File: src/rtl/puf_challenge_sequencer_if.sv
// Bus bundle between the PUF challenge sequencer and its environment.
// slave: the sequencer side; master: the driving / observing side.
interface puf_challenge_sequencer_if;
  logic        start;
  logic [7:0]  base_challenge;
  logic [7:0]  count;
  logic [31:0] enable_mask;
  logic [31:0] puf_enable;
  logic [7:0]  puf_challenge;
  logic [7:0]  puf_out;
  logic        puf_all_done;
  logic        resp_valid;
  logic        resp_ready;
  logic [7:0]  resp_data;
  logic [7:0]  resp_challenge;
  logic        busy;
  logic        done;
  logic        timeout_err;

  modport slave (
    input  start, base_challenge, count, enable_mask, puf_out, puf_all_done, resp_ready,
    output puf_enable, puf_challenge, resp_valid, resp_data, resp_challenge, busy, done,
           timeout_err
  );

  modport master (
    output start, base_challenge, count, enable_mask, puf_out, puf_all_done, resp_ready,
    input  puf_enable, puf_challenge, resp_valid, resp_data, resp_challenge, busy, done,
           timeout_err
  );
endinterface

File: src/rtl/puf_challenge_sequencer.sv
// Steps a PUF array through a batch of consecutive challenges and hands each response out.
// Optional EVAL watchdog enabled by defining PUF_SEQ_TIMEOUT_EN.
//
// state   | meaning
// IDLE    | waiting for start
// SETUP   | challenge applied, enable low, settling
// EVAL    | enable driven, waiting for puf_all_done
// PRESENT | response offered on resp_valid/resp_ready
// FINISH  | one-cycle done pulse
module puf_challenge_sequencer #(
  parameter int SETTLE_CYCLES  = 4,
  parameter int TIMEOUT_CYCLES = 255
) (
  input  logic                       clock,
  input  logic                       computer_reset,
  puf_challenge_sequencer_if.slave   bus
);

  typedef enum logic [2:0] {S_IDLE, S_SETUP, S_EVAL, S_PRESENT, S_FINISH} state_t;

  localparam logic [7:0] SETTLE_LOAD = 8'(SETTLE_CYCLES - 1);

  state_t      state_q, state_d;
  logic [7:0]  chal_q, chal_d;
  logic [8:0]  rem_q, rem_d;
  logic [31:0] mask_q, mask_d;
  logic [7:0]  settle_q, settle_d;
  logic [31:0] puf_enable_q, puf_enable_d;
  logic        resp_valid_q, resp_valid_d;
  logic [7:0]  resp_data_q, resp_data_d;
  logic [7:0]  resp_chal_q, resp_chal_d;
  logic        busy_q, busy_d;
  logic        done_q, done_d;

`ifdef PUF_SEQ_TIMEOUT_EN
  localparam logic [15:0] TMO_LOAD = 16'(TIMEOUT_CYCLES - 1);
  logic [15:0] tmo_q, tmo_d;
  logic        terr_q, terr_d;
`else
  logic        unused_timeout_cfg;
  assign unused_timeout_cfg = (TIMEOUT_CYCLES == 0);
`endif

  always_comb begin
    state_d     = state_q;
    chal_d      = chal_q;
    rem_d       = rem_q;
    mask_d      = mask_q;
    settle_d    = settle_q;
    resp_data_d = resp_data_q;
    resp_chal_d = resp_chal_q;
`ifdef PUF_SEQ_TIMEOUT_EN
    tmo_d       = tmo_q;
    terr_d      = terr_q;
`endif
    case (state_q)
      S_IDLE: begin
        if (bus.start) begin
          chal_d   = bus.base_challenge;
          rem_d    = (bus.count == 8'd0) ? 9'd256 : {1'b0, bus.count};
          mask_d   = bus.enable_mask;
          settle_d = SETTLE_LOAD;
          state_d  = S_SETUP;
`ifdef PUF_SEQ_TIMEOUT_EN
          terr_d   = 1'b0;
`endif
        end
      end
      S_SETUP: begin
        if (settle_q != 8'd0) begin
          settle_d = settle_q - 8'd1;
        end else if (!bus.puf_all_done) begin
          state_d = S_EVAL;
`ifdef PUF_SEQ_TIMEOUT_EN
          tmo_d   = TMO_LOAD;
`endif
        end
      end
      S_EVAL: begin
        if (bus.puf_all_done) begin
          resp_data_d = bus.puf_out;
          resp_chal_d = chal_q;
          state_d     = S_PRESENT;
        end
`ifdef PUF_SEQ_TIMEOUT_EN
        else if (tmo_q == 16'd0) begin
          terr_d  = 1'b1;
          state_d = S_FINISH;
        end else begin
          tmo_d = tmo_q - 16'd1;
        end
`endif
      end
      S_PRESENT: begin
        if (bus.resp_ready) begin
          rem_d  = rem_q - 9'd1;
          chal_d = chal_q + 8'd1;
          if (rem_q == 9'd1) begin
            state_d = S_FINISH;
          end else begin
            state_d  = S_SETUP;
            settle_d = SETTLE_LOAD;
          end
        end
      end
      S_FINISH: state_d = S_IDLE;
      default:  state_d = S_IDLE;
    endcase

    // Outputs are registered from the next state so they line up with the state they describe.
    puf_enable_d = (state_d == S_EVAL) ? mask_d : 32'd0;
    resp_valid_d = (state_d == S_PRESENT);
    busy_d       = (state_d != S_IDLE);
    done_d       = (state_d == S_FINISH);
  end

  always_ff @(posedge clock) begin
    if (computer_reset) begin
      state_q      <= S_IDLE;
      chal_q       <= 8'd0;
      rem_q        <= 9'd0;
      mask_q       <= 32'd0;
      settle_q     <= 8'd0;
      puf_enable_q <= 32'd0;
      resp_valid_q <= 1'b0;
      resp_data_q  <= 8'd0;
      resp_chal_q  <= 8'd0;
      busy_q       <= 1'b0;
      done_q       <= 1'b0;
    end else begin
      state_q      <= state_d;
      chal_q       <= chal_d;
      rem_q        <= rem_d;
      mask_q       <= mask_d;
      settle_q     <= settle_d;
      puf_enable_q <= puf_enable_d;
      resp_valid_q <= resp_valid_d;
      resp_data_q  <= resp_data_d;
      resp_chal_q  <= resp_chal_d;
      busy_q       <= busy_d;
      done_q       <= done_d;
    end
  end

`ifdef PUF_SEQ_TIMEOUT_EN
  always_ff @(posedge clock) begin
    if (computer_reset) begin
      tmo_q  <= 16'd0;
      terr_q <= 1'b0;
    end else begin
      tmo_q  <= tmo_d;
      terr_q <= terr_d;
    end
  end
  assign bus.timeout_err = terr_q;
`else
  assign bus.timeout_err = 1'b0;
`endif

  assign bus.puf_enable     = puf_enable_q;
  assign bus.puf_challenge  = chal_q;
  assign bus.resp_valid     = resp_valid_q;
  assign bus.resp_data      = resp_data_q;
  assign bus.resp_challenge = resp_chal_q;
  assign bus.busy           = busy_q;
  assign bus.done           = done_q;

endmodule

File: src/flat_wrapper.sv
// flat-port wrapper written by rule: the top's interface ports become plain ports
module puf_challenge_sequencer_flat 
#(
  parameter int SETTLE_CYCLES  = 4,
  parameter int TIMEOUT_CYCLES = 255
)
  (clock, computer_reset, bus_start, bus_base_challenge, bus_count, bus_enable_mask, bus_puf_out, bus_puf_all_done, bus_resp_ready, bus_puf_enable, bus_puf_challenge, bus_resp_valid, bus_resp_data, bus_resp_challenge, bus_busy, bus_done, bus_timeout_err);
  puf_challenge_sequencer_if bus_i ();
  input  logic clock;
  input  logic computer_reset;
  input wire logic [$bits(bus_i.start)-1:0] bus_start;
  input wire logic [$bits(bus_i.base_challenge)-1:0] bus_base_challenge;
  input wire logic [$bits(bus_i.count)-1:0] bus_count;
  input wire logic [$bits(bus_i.enable_mask)-1:0] bus_enable_mask;
  input wire logic [$bits(bus_i.puf_out)-1:0] bus_puf_out;
  input wire logic [$bits(bus_i.puf_all_done)-1:0] bus_puf_all_done;
  input wire logic [$bits(bus_i.resp_ready)-1:0] bus_resp_ready;
  output wire logic [$bits(bus_i.puf_enable)-1:0] bus_puf_enable;
  output wire logic [$bits(bus_i.puf_challenge)-1:0] bus_puf_challenge;
  output wire logic [$bits(bus_i.resp_valid)-1:0] bus_resp_valid;
  output wire logic [$bits(bus_i.resp_data)-1:0] bus_resp_data;
  output wire logic [$bits(bus_i.resp_challenge)-1:0] bus_resp_challenge;
  output wire logic [$bits(bus_i.busy)-1:0] bus_busy;
  output wire logic [$bits(bus_i.done)-1:0] bus_done;
  output wire logic [$bits(bus_i.timeout_err)-1:0] bus_timeout_err;
  assign bus_i.start = bus_start;
  assign bus_i.base_challenge = bus_base_challenge;
  assign bus_i.count = bus_count;
  assign bus_i.enable_mask = bus_enable_mask;
  assign bus_i.puf_out = bus_puf_out;
  assign bus_i.puf_all_done = bus_puf_all_done;
  assign bus_i.resp_ready = bus_resp_ready;
  assign bus_puf_enable = bus_i.puf_enable;
  assign bus_puf_challenge = bus_i.puf_challenge;
  assign bus_resp_valid = bus_i.resp_valid;
  assign bus_resp_data = bus_i.resp_data;
  assign bus_resp_challenge = bus_i.resp_challenge;
  assign bus_busy = bus_i.busy;
  assign bus_done = bus_i.done;
  assign bus_timeout_err = bus_i.timeout_err;
  puf_challenge_sequencer #(.SETTLE_CYCLES(SETTLE_CYCLES), .TIMEOUT_CYCLES(TIMEOUT_CYCLES)) u_core (.clock(clock), .computer_reset(computer_reset), .bus(bus_i));
endmodule
File: config.mk
export PLATFORM = sky130hd
export DESIGN_NAME = puf_challenge_sequencer_flat
export DESIGN_NICKNAME = d
export VERILOG_FILES = /design/src/rtl/puf_challenge_sequencer_if.sv /design/src/rtl/puf_challenge_sequencer.sv /design/src/flat_wrapper.sv
export SDC_FILE = /design/constraint.sdc
export NUM_CORES = 1
export LEC_CHECK = 0
export CORE_ASPECT_RATIO = 0.75
export CORE_MARGIN = 2
export CORE_UTILIZATION = 53
export CTS_BUF_LIST = sky130_fd_sc_hd__clkbuf_4 sky130_fd_sc_hd__clkbuf_8
export DETAILED_ROUTE_END_ITERATION = 8
export PLACE_DENSITY_LB_ADDON = 0.2
export SLEW_MARGIN = 20
export SYNTH_ARGS = -nofsm -noshare
export SYNTH_HDL_FRONTEND = slang
export SYNTH_SLANG_ARGS = --single-unit
File: constraint.sdc
create_clock -name clock -period 6.6 [get_ports clock]
set_input_delay 0.66 -clock clock [delete_from_list [all_inputs] [get_ports clock]]
set_output_delay 0.66 -clock clock [all_outputs]
set_load 0.05 [all_outputs]
Yosys cells after proc, flatten, opt, wreduce, memory -nomap -nowiden:

Index checks and enable logic that the tools add are counted.

* register bits: 111
* input port bits: 61
* output and inout port bits: 60
* logic and storage cells: 57

* add/sub/neg operators: 3
* equality and inequality tests: 11
* muxes and demuxes: 21
* bitwise logic cells: 1
* reduce and logical (&&, ||, !) cells: 10

Operators with widths (number)
* $mux 32: 2
* $mux 8: 6
* $mux 9: 3
* $pmux 8 s3: 1
* $mux 3: 6
* $pmux 9 s2: 1
* $pmux 8 s2: 1
* $eq 3x2->1 const B: 4
* $pmux 3 s4: 1
* $eq 9x1->1 const B: 1
* $sub 9x1->9 const B: 1
* $add 8x1->8 const B: 1
* $logic_not 8->1: 1
* $reduce_bool 8->1: 1
* $sub 8x1->8 const B: 1
* $ne 2x2->1 const B: 3
* $reduce_bool 3->1: 2
* $reduce_and 5->1: 1
* $eq 3x1->1 const B: 1
* $eq 3x3->1 const B: 1
* $logic_not 3->1: 1
* $reduce_and 3->1: 1
* $ne 2x1->1 const B: 1
* $reduce_and 2->1: 1
* other kinds (3): 3

Longest topological paths before layout:

* word-level depth: 7
* mapped depth: 8
* gate-level depth less buffers: 7

Least setup slack after synthesis:

OpenSTA, ideal clock, no wires.

* kind: register -> register
* start: reg u_core.settle_q[0]
* end: reg u_core.puf_enable_q[21], in the netlist u_core.bus.puf_enable[21]
* library setup time: 65 ps
* arrival: 2073 ps
* required time: 6535 ps
* slack: 4462 ps
* cell stages (with the launch flop): 9
* buffers on the path: 1
* period minus slack after synthesis: 2138 ps
* path through: dfxtp_1 > inv_1 > ha_1 > or3b_2 > or2_4 > o32ai_2 > nand2_1 > buf_6 > nor2b_1

* cells in the longest elaborated chain, start to end: 6

RTL lines
* from (decl): RTL line puf_challenge_sequencer.sv:27 `logic [7:0] settle_q, settle_d;`
* from (signal assigned): RTL line puf_challenge_sequencer.sv:135 `settle_q <= settle_d;`
* $reduce_bool 8->1: RTL line puf_challenge_sequencer.sv:70 `if (settle_q != 8'd0) begin`
* $mux 3: RTL line puf_challenge_sequencer.sv:70
* $pmux 3 s4: RTL line puf_challenge_sequencer.sv:56 `case (state_q)`
* $eq 3x2->1: RTL line puf_challenge_sequencer.sv:111 `puf_enable_d = (state_d == S_EVAL) ? mask_d : 32'd0;`
* $not 1->1 (no source line)
* $reduce_or 2->1 (no source line)
* to (signal assigned): RTL line puf_challenge_sequencer.sv:136 `puf_enable_q <= puf_enable_d;`
* to (decl): RTL line puf_challenge_sequencer.sv:28 `logic [31:0] puf_enable_q, puf_enable_d;`

No other way between the ends.
A chain may end at the register's enable or synchronous reset.

Worst setup path in the final report:

* start: reg u_core.state_q[2]
* end: reg u_core.puf_enable_q[16], in the netlist u_core.bus.puf_enable[16]

* cells in the longest elaborated chain, start to end: 6
* elaborated cells on any way between the ends: 14
* classes of those cells: 4 x eq/ne; 7 x mux; 1 x bitwise; 2 x reduce/logical

RTL lines
* from (decl): RTL line puf_challenge_sequencer.sv:23 `state_t state_q, state_d;`
* from (signal assigned): RTL line puf_challenge_sequencer.sv:131 `state_q <= state_d;`
* $mux 3: RTL line puf_challenge_sequencer.sv:72 `end else if (!bus.puf_all_done) begin`
* $mux 3: RTL line puf_challenge_sequencer.sv:70
* $pmux 3 s4: RTL line puf_challenge_sequencer.sv:56
* $eq 3x2->1: RTL line puf_challenge_sequencer.sv:111
* $not 1->1 (no source line)
* $reduce_or 2->1 (no source line)

Parallel ways exist; a longest one is shown, timed or not.

==> impl_summary.md <==
Critical path
Data on the critical path is required at its endpoint by 6.92 ns. Grouping stages by cell kind, the critical path spends the most delay in simple AND/OR/NAND/NOR gates. Tracing the worst setup path back leads to its startpoint at u_core.state_q[2]. The path type of the worst setup path is reg -> reg. Of all nets on the critical path, the largest fanout is 26. The endpoint kind of the worst setup timing path is a flip-flop. The buffering stage count on the worst path with inverters included is 0. The slowest stage of the critical path is the nand3b_1 cell.

The signal on the critical path passes through nand3b_1 > a41oi_1 > nor3_2 > nand2_1 > and2b_1. In this run the critical register-to-register path is launched from u_core.state_q[2]. The arrival time reported for the critical path endpoint is 3.51 ns.

The delay of the slowest cell on the worst path is about 0.75 ns. The worst setup path is launched from a flip-flop.

Global routing
The first global-routing pass estimated around 17 mm of wire. The initial antenna violation count is 0. The pin count of the biggest net entering global routing is 74. For this run, global-route usage on met3 was measured as 0.0746. Across every metal layer, demand over resource in global routing totals 0.243.

In this run the most used layer during global routing was met2. The routing usage on met2 is 0.399. The total overflow left after global routing is 0.

The via count of the first global-routing pass came to 3559. The global-route met1 utilization is 0.314.

Finish
The fill cell instance count of the final layout is about 600. In the final layout, the share of cells above drive strength 1 is 0.0555. At the end of the flow the core is filled with cells to 0.722. The area added between synthesis and finish is 32.5%. The final net count is ~670. The number of antenna diodes in the final layout is 0.

Detailed routing
The first detailed-routing pass took 5 iterations. The number of design rule violations left after detail routing is 0. The average wire length per cell after detail routing is approximately 15 um. The per-cell via count in the routed design is roughly 5.5. The routed layout has slightly below 4000 vias. Once detail routing completed, the nets flagged for antenna violations numbered 0.

The total wire length after detailed routing is 10.6 mm. After the first detailed-routing iteration, the DRC count stood at ~260.

CTS
In this run the post-CTS setup repair buffer count came out at 0. Counting the buffers created by CTS gives 9. After clock tree synthesis, the clock-pin slew on the worst setup and hold paths is around 0.11 ns. The CTS tree is yes. The H-tree was split into 3 levels.

The root buffer cell chosen for the clock tree is clkbuf_8. The clock network latency to the later pin of the worst-skew pair is roughly 0.37 ns. The clock passes through at most 2 buffers. The number of resized instances in the post-cts repair step is 0. The tree built by TritonCTS fans out to around 110 sinks. The number of hold buffers added after CTS is 0.

Yosys
Of the post-synthesis cell area, the dominant cell type holds 0.518. The Yosys step of the flow raised 0 warnings. Synthesis handed over a netlist of 510 instances. In this run, synthesis inferred 0 flip-flops with an integrated enable. The count of unique library cells instantiated by Yosys is 48. The part of the Yosys area used for sequential elements is 0.518. Among all cell types in the netlist, the one instantiated most often is nand2_1.

The synthesized design spends more area on one cell type than any other, namely dfxtp_1. Summing every instance area after synthesis gives around 0.0043 mm2. A synthesized cell averages roughly 8.4 um2. After synthesis the netlist holds a flip-flop and latch count of approximately 110.

For this run, asynchronously set or reset flops after synthesis account for 0. The number of nets handed over by synthesis was roughly 580. Ranked by instance count, the synthesized netlist is headed by nand2_1 (117), dfxtp_1 (111), a21oi_1 (67), clkbuf_1 (28), nor2_1 (23). Ranked by total cell area, the synthesized netlist is headed by dfxtp_1 (52%), nand2_1 (10%), a21oi_1 (7.8%). Among all flip-flop cells after synthesis, the most frequent one is dfxtp_1.

Pwr
The maximum vdd ir drop is 0.138 mV. The analysis attributes to cell leakage a power of 2.08 nW. In this run the power density over the cells is roughly 250 mW/mm2. Overall power consumption after layout is estimated at between 1 and 1.5 mW.

STA
Summed over all failing endpoints, the final setup total negative slack is 0 ns. The routed design could run at a clock period as short as 3.20 ns. The hold violation count in the final report came to 0. The remaining max-slew budget at the tightest pin is 0.372. The pin slew with the least headroom to its limit is ~0.94 ns.

Of the available clock period, the critical path in the final layout requires 0.485. Setup repair after global routing left no endpoint under its margin. The final count of negative-setup-slack endpoints is 0.

The highest attainable clock frequency is 313 MHz. Hold timing on the final database bottoms out at a slack of 0.460 ns. The setup skew after layout is 0.00747 ns. Across all setup checks in the final design, the least slack found is about 3.4 ns. The final-report max-slew violation count was 0.

Floorplanning
From bottom edge to top edge, the die measures 81.9 um. The floorplan die area is ~0.0088 mm2. The floorplan die width is roughly 110 um. The initial core utilization is 0.544. around 120 I/O pins were placed.

The total core area is 0.00788 mm2. The standard-cell row count is 28.

Flow run
The max capacitance violation total is 0.

Worst hold path
The worst hold path begins at u_core.bus.resp_challenge[3]. The worst min-delay path class is reg -> reg.

Placed design
The worst setup slack before clock tree synthesis is between 3 and 4 ns. Routability-driven placement finished with a final weighted congestion of 0.837. The total half-perimeter wirelength after legalization and detailed placement is approximately 7.4 mm. During placement, the flow inserted port buffers numbering between 100 and 150.

Status
The flow ran to the end, and the final reports show no timing, DRC or antenna violations.
[area by class of cell]
type                            count  area [um2]  share of cell area
Sequential cell                   111        2220               0.391
Tap cell                          105         131              0.0231
Clock inverter                      7        67.6              0.0119
Timing Repair Buffer              122        1210               0.212
Multi-Input combinational cell    357        1910               0.335
Clock buffer                        9         124              0.0218
Inverter                            7        26.3             0.00462
[flip-flops by register name (all words and copies together) (netlist names), 3 cells and up]
name                       cells
u_core.settle_q                8
u_core.state_q                 3
u_core.bus.puf_enable         32
u_core.mask_q                 32
u_core.bus.puf_challenge       8
u_core.rem_q                   9
u_core.bus.resp_challenge      8
u_core.bus.resp_data           8
[layout by cell type (no fill, tap or decap), types with 2 or more instances in the layout]
master           instances
a21oi_1                 67
a31oi_1                  3
nor3_1                  10
ha_1                     5
or4_4                    2
o31ai_1                  5
a41oi_1                  2
a211oi_1                 6
inv_1                    7
nor3b_1                  4
and3_1                  16
or3b_2                   4
clkdlybuf4s50_1        118
or3_1                    3
nand3_1                 12
clkbuf_8                 9
a22oi_1                  2
a2bb2oi_1                2
nand2_1                117
nor2b_1                 15
nand3b_1                 3
buf_4                    3
nand2b_1                 2
nor2_1                  22
and2_1                   3
dfxtp_1                111
a21o_1                   2
a311oi_1                 3
o21ai_0                 17
nor4_1                   7
clkinv_4                 3
xnor2_1                  3
o22ai_1                  2
or4_1                    3
[cells by family after synthesis]
kind of cell / Yosys count / synth area share
and+or+nand+nor: 232 / 0.261
other: 1 / 0.000874
DFF: 111 / 0.518
AOI/OAI and AO/OA: 116 / 0.158
buffers and inverters: 42 / 0.0420
adders and majority gates: 5 / 0.0146
xor gates and xnor gates: 3 / 0.00612
[metal layers]
layer | vias up | routed length (um) | share of wire
met5 | - | 0 | 0
met4 | 0 | 87 | 0.0082
met3 | 11 | 801 | 0.075
met2 | 124 | 5010 | 0.47
met1 | 1855 | 4740 | 0.45
li1 | 1943 | - | -
[worst reg2reg max path, delay by kind of cell (launching register included)]
kind	cells	cell delay, ns
compound gates	1	0.17
flops	1	0.61
simple gates	4	2.37
[stage by stage]
step / area [um2] / cells
3_5_place_dp: 5490 / 702
5_1_grt: 5690 / 718
3_3_place_gp: 5490 / 702
6_report: 5690 / 718
4_1_cts: 5680 / 718
2_1_floorplan: 4290 / 510
[where the power goes]
group	leakage [nW]	total [mW]	internal [mW]	switching, mW
Combinational	1.08	0.320	0.130	0.191
Clock	0.0984	0.385	0.146	0.239
Sequential	0.904	0.744	0.712	0.0321
[final timing paths]
kind	to	slack, ns	cells past startpoint
max	u_core.bus.puf_enable[16]	3.40	5
min	u_core.bus.resp_challenge[3]	0.46	2
max reg2reg	u_core.bus.puf_enable[16]	3.40	5
min reg2reg	u_core.bus.resp_challenge[3]	0.46	2
(Power assumes the default switching activity.)
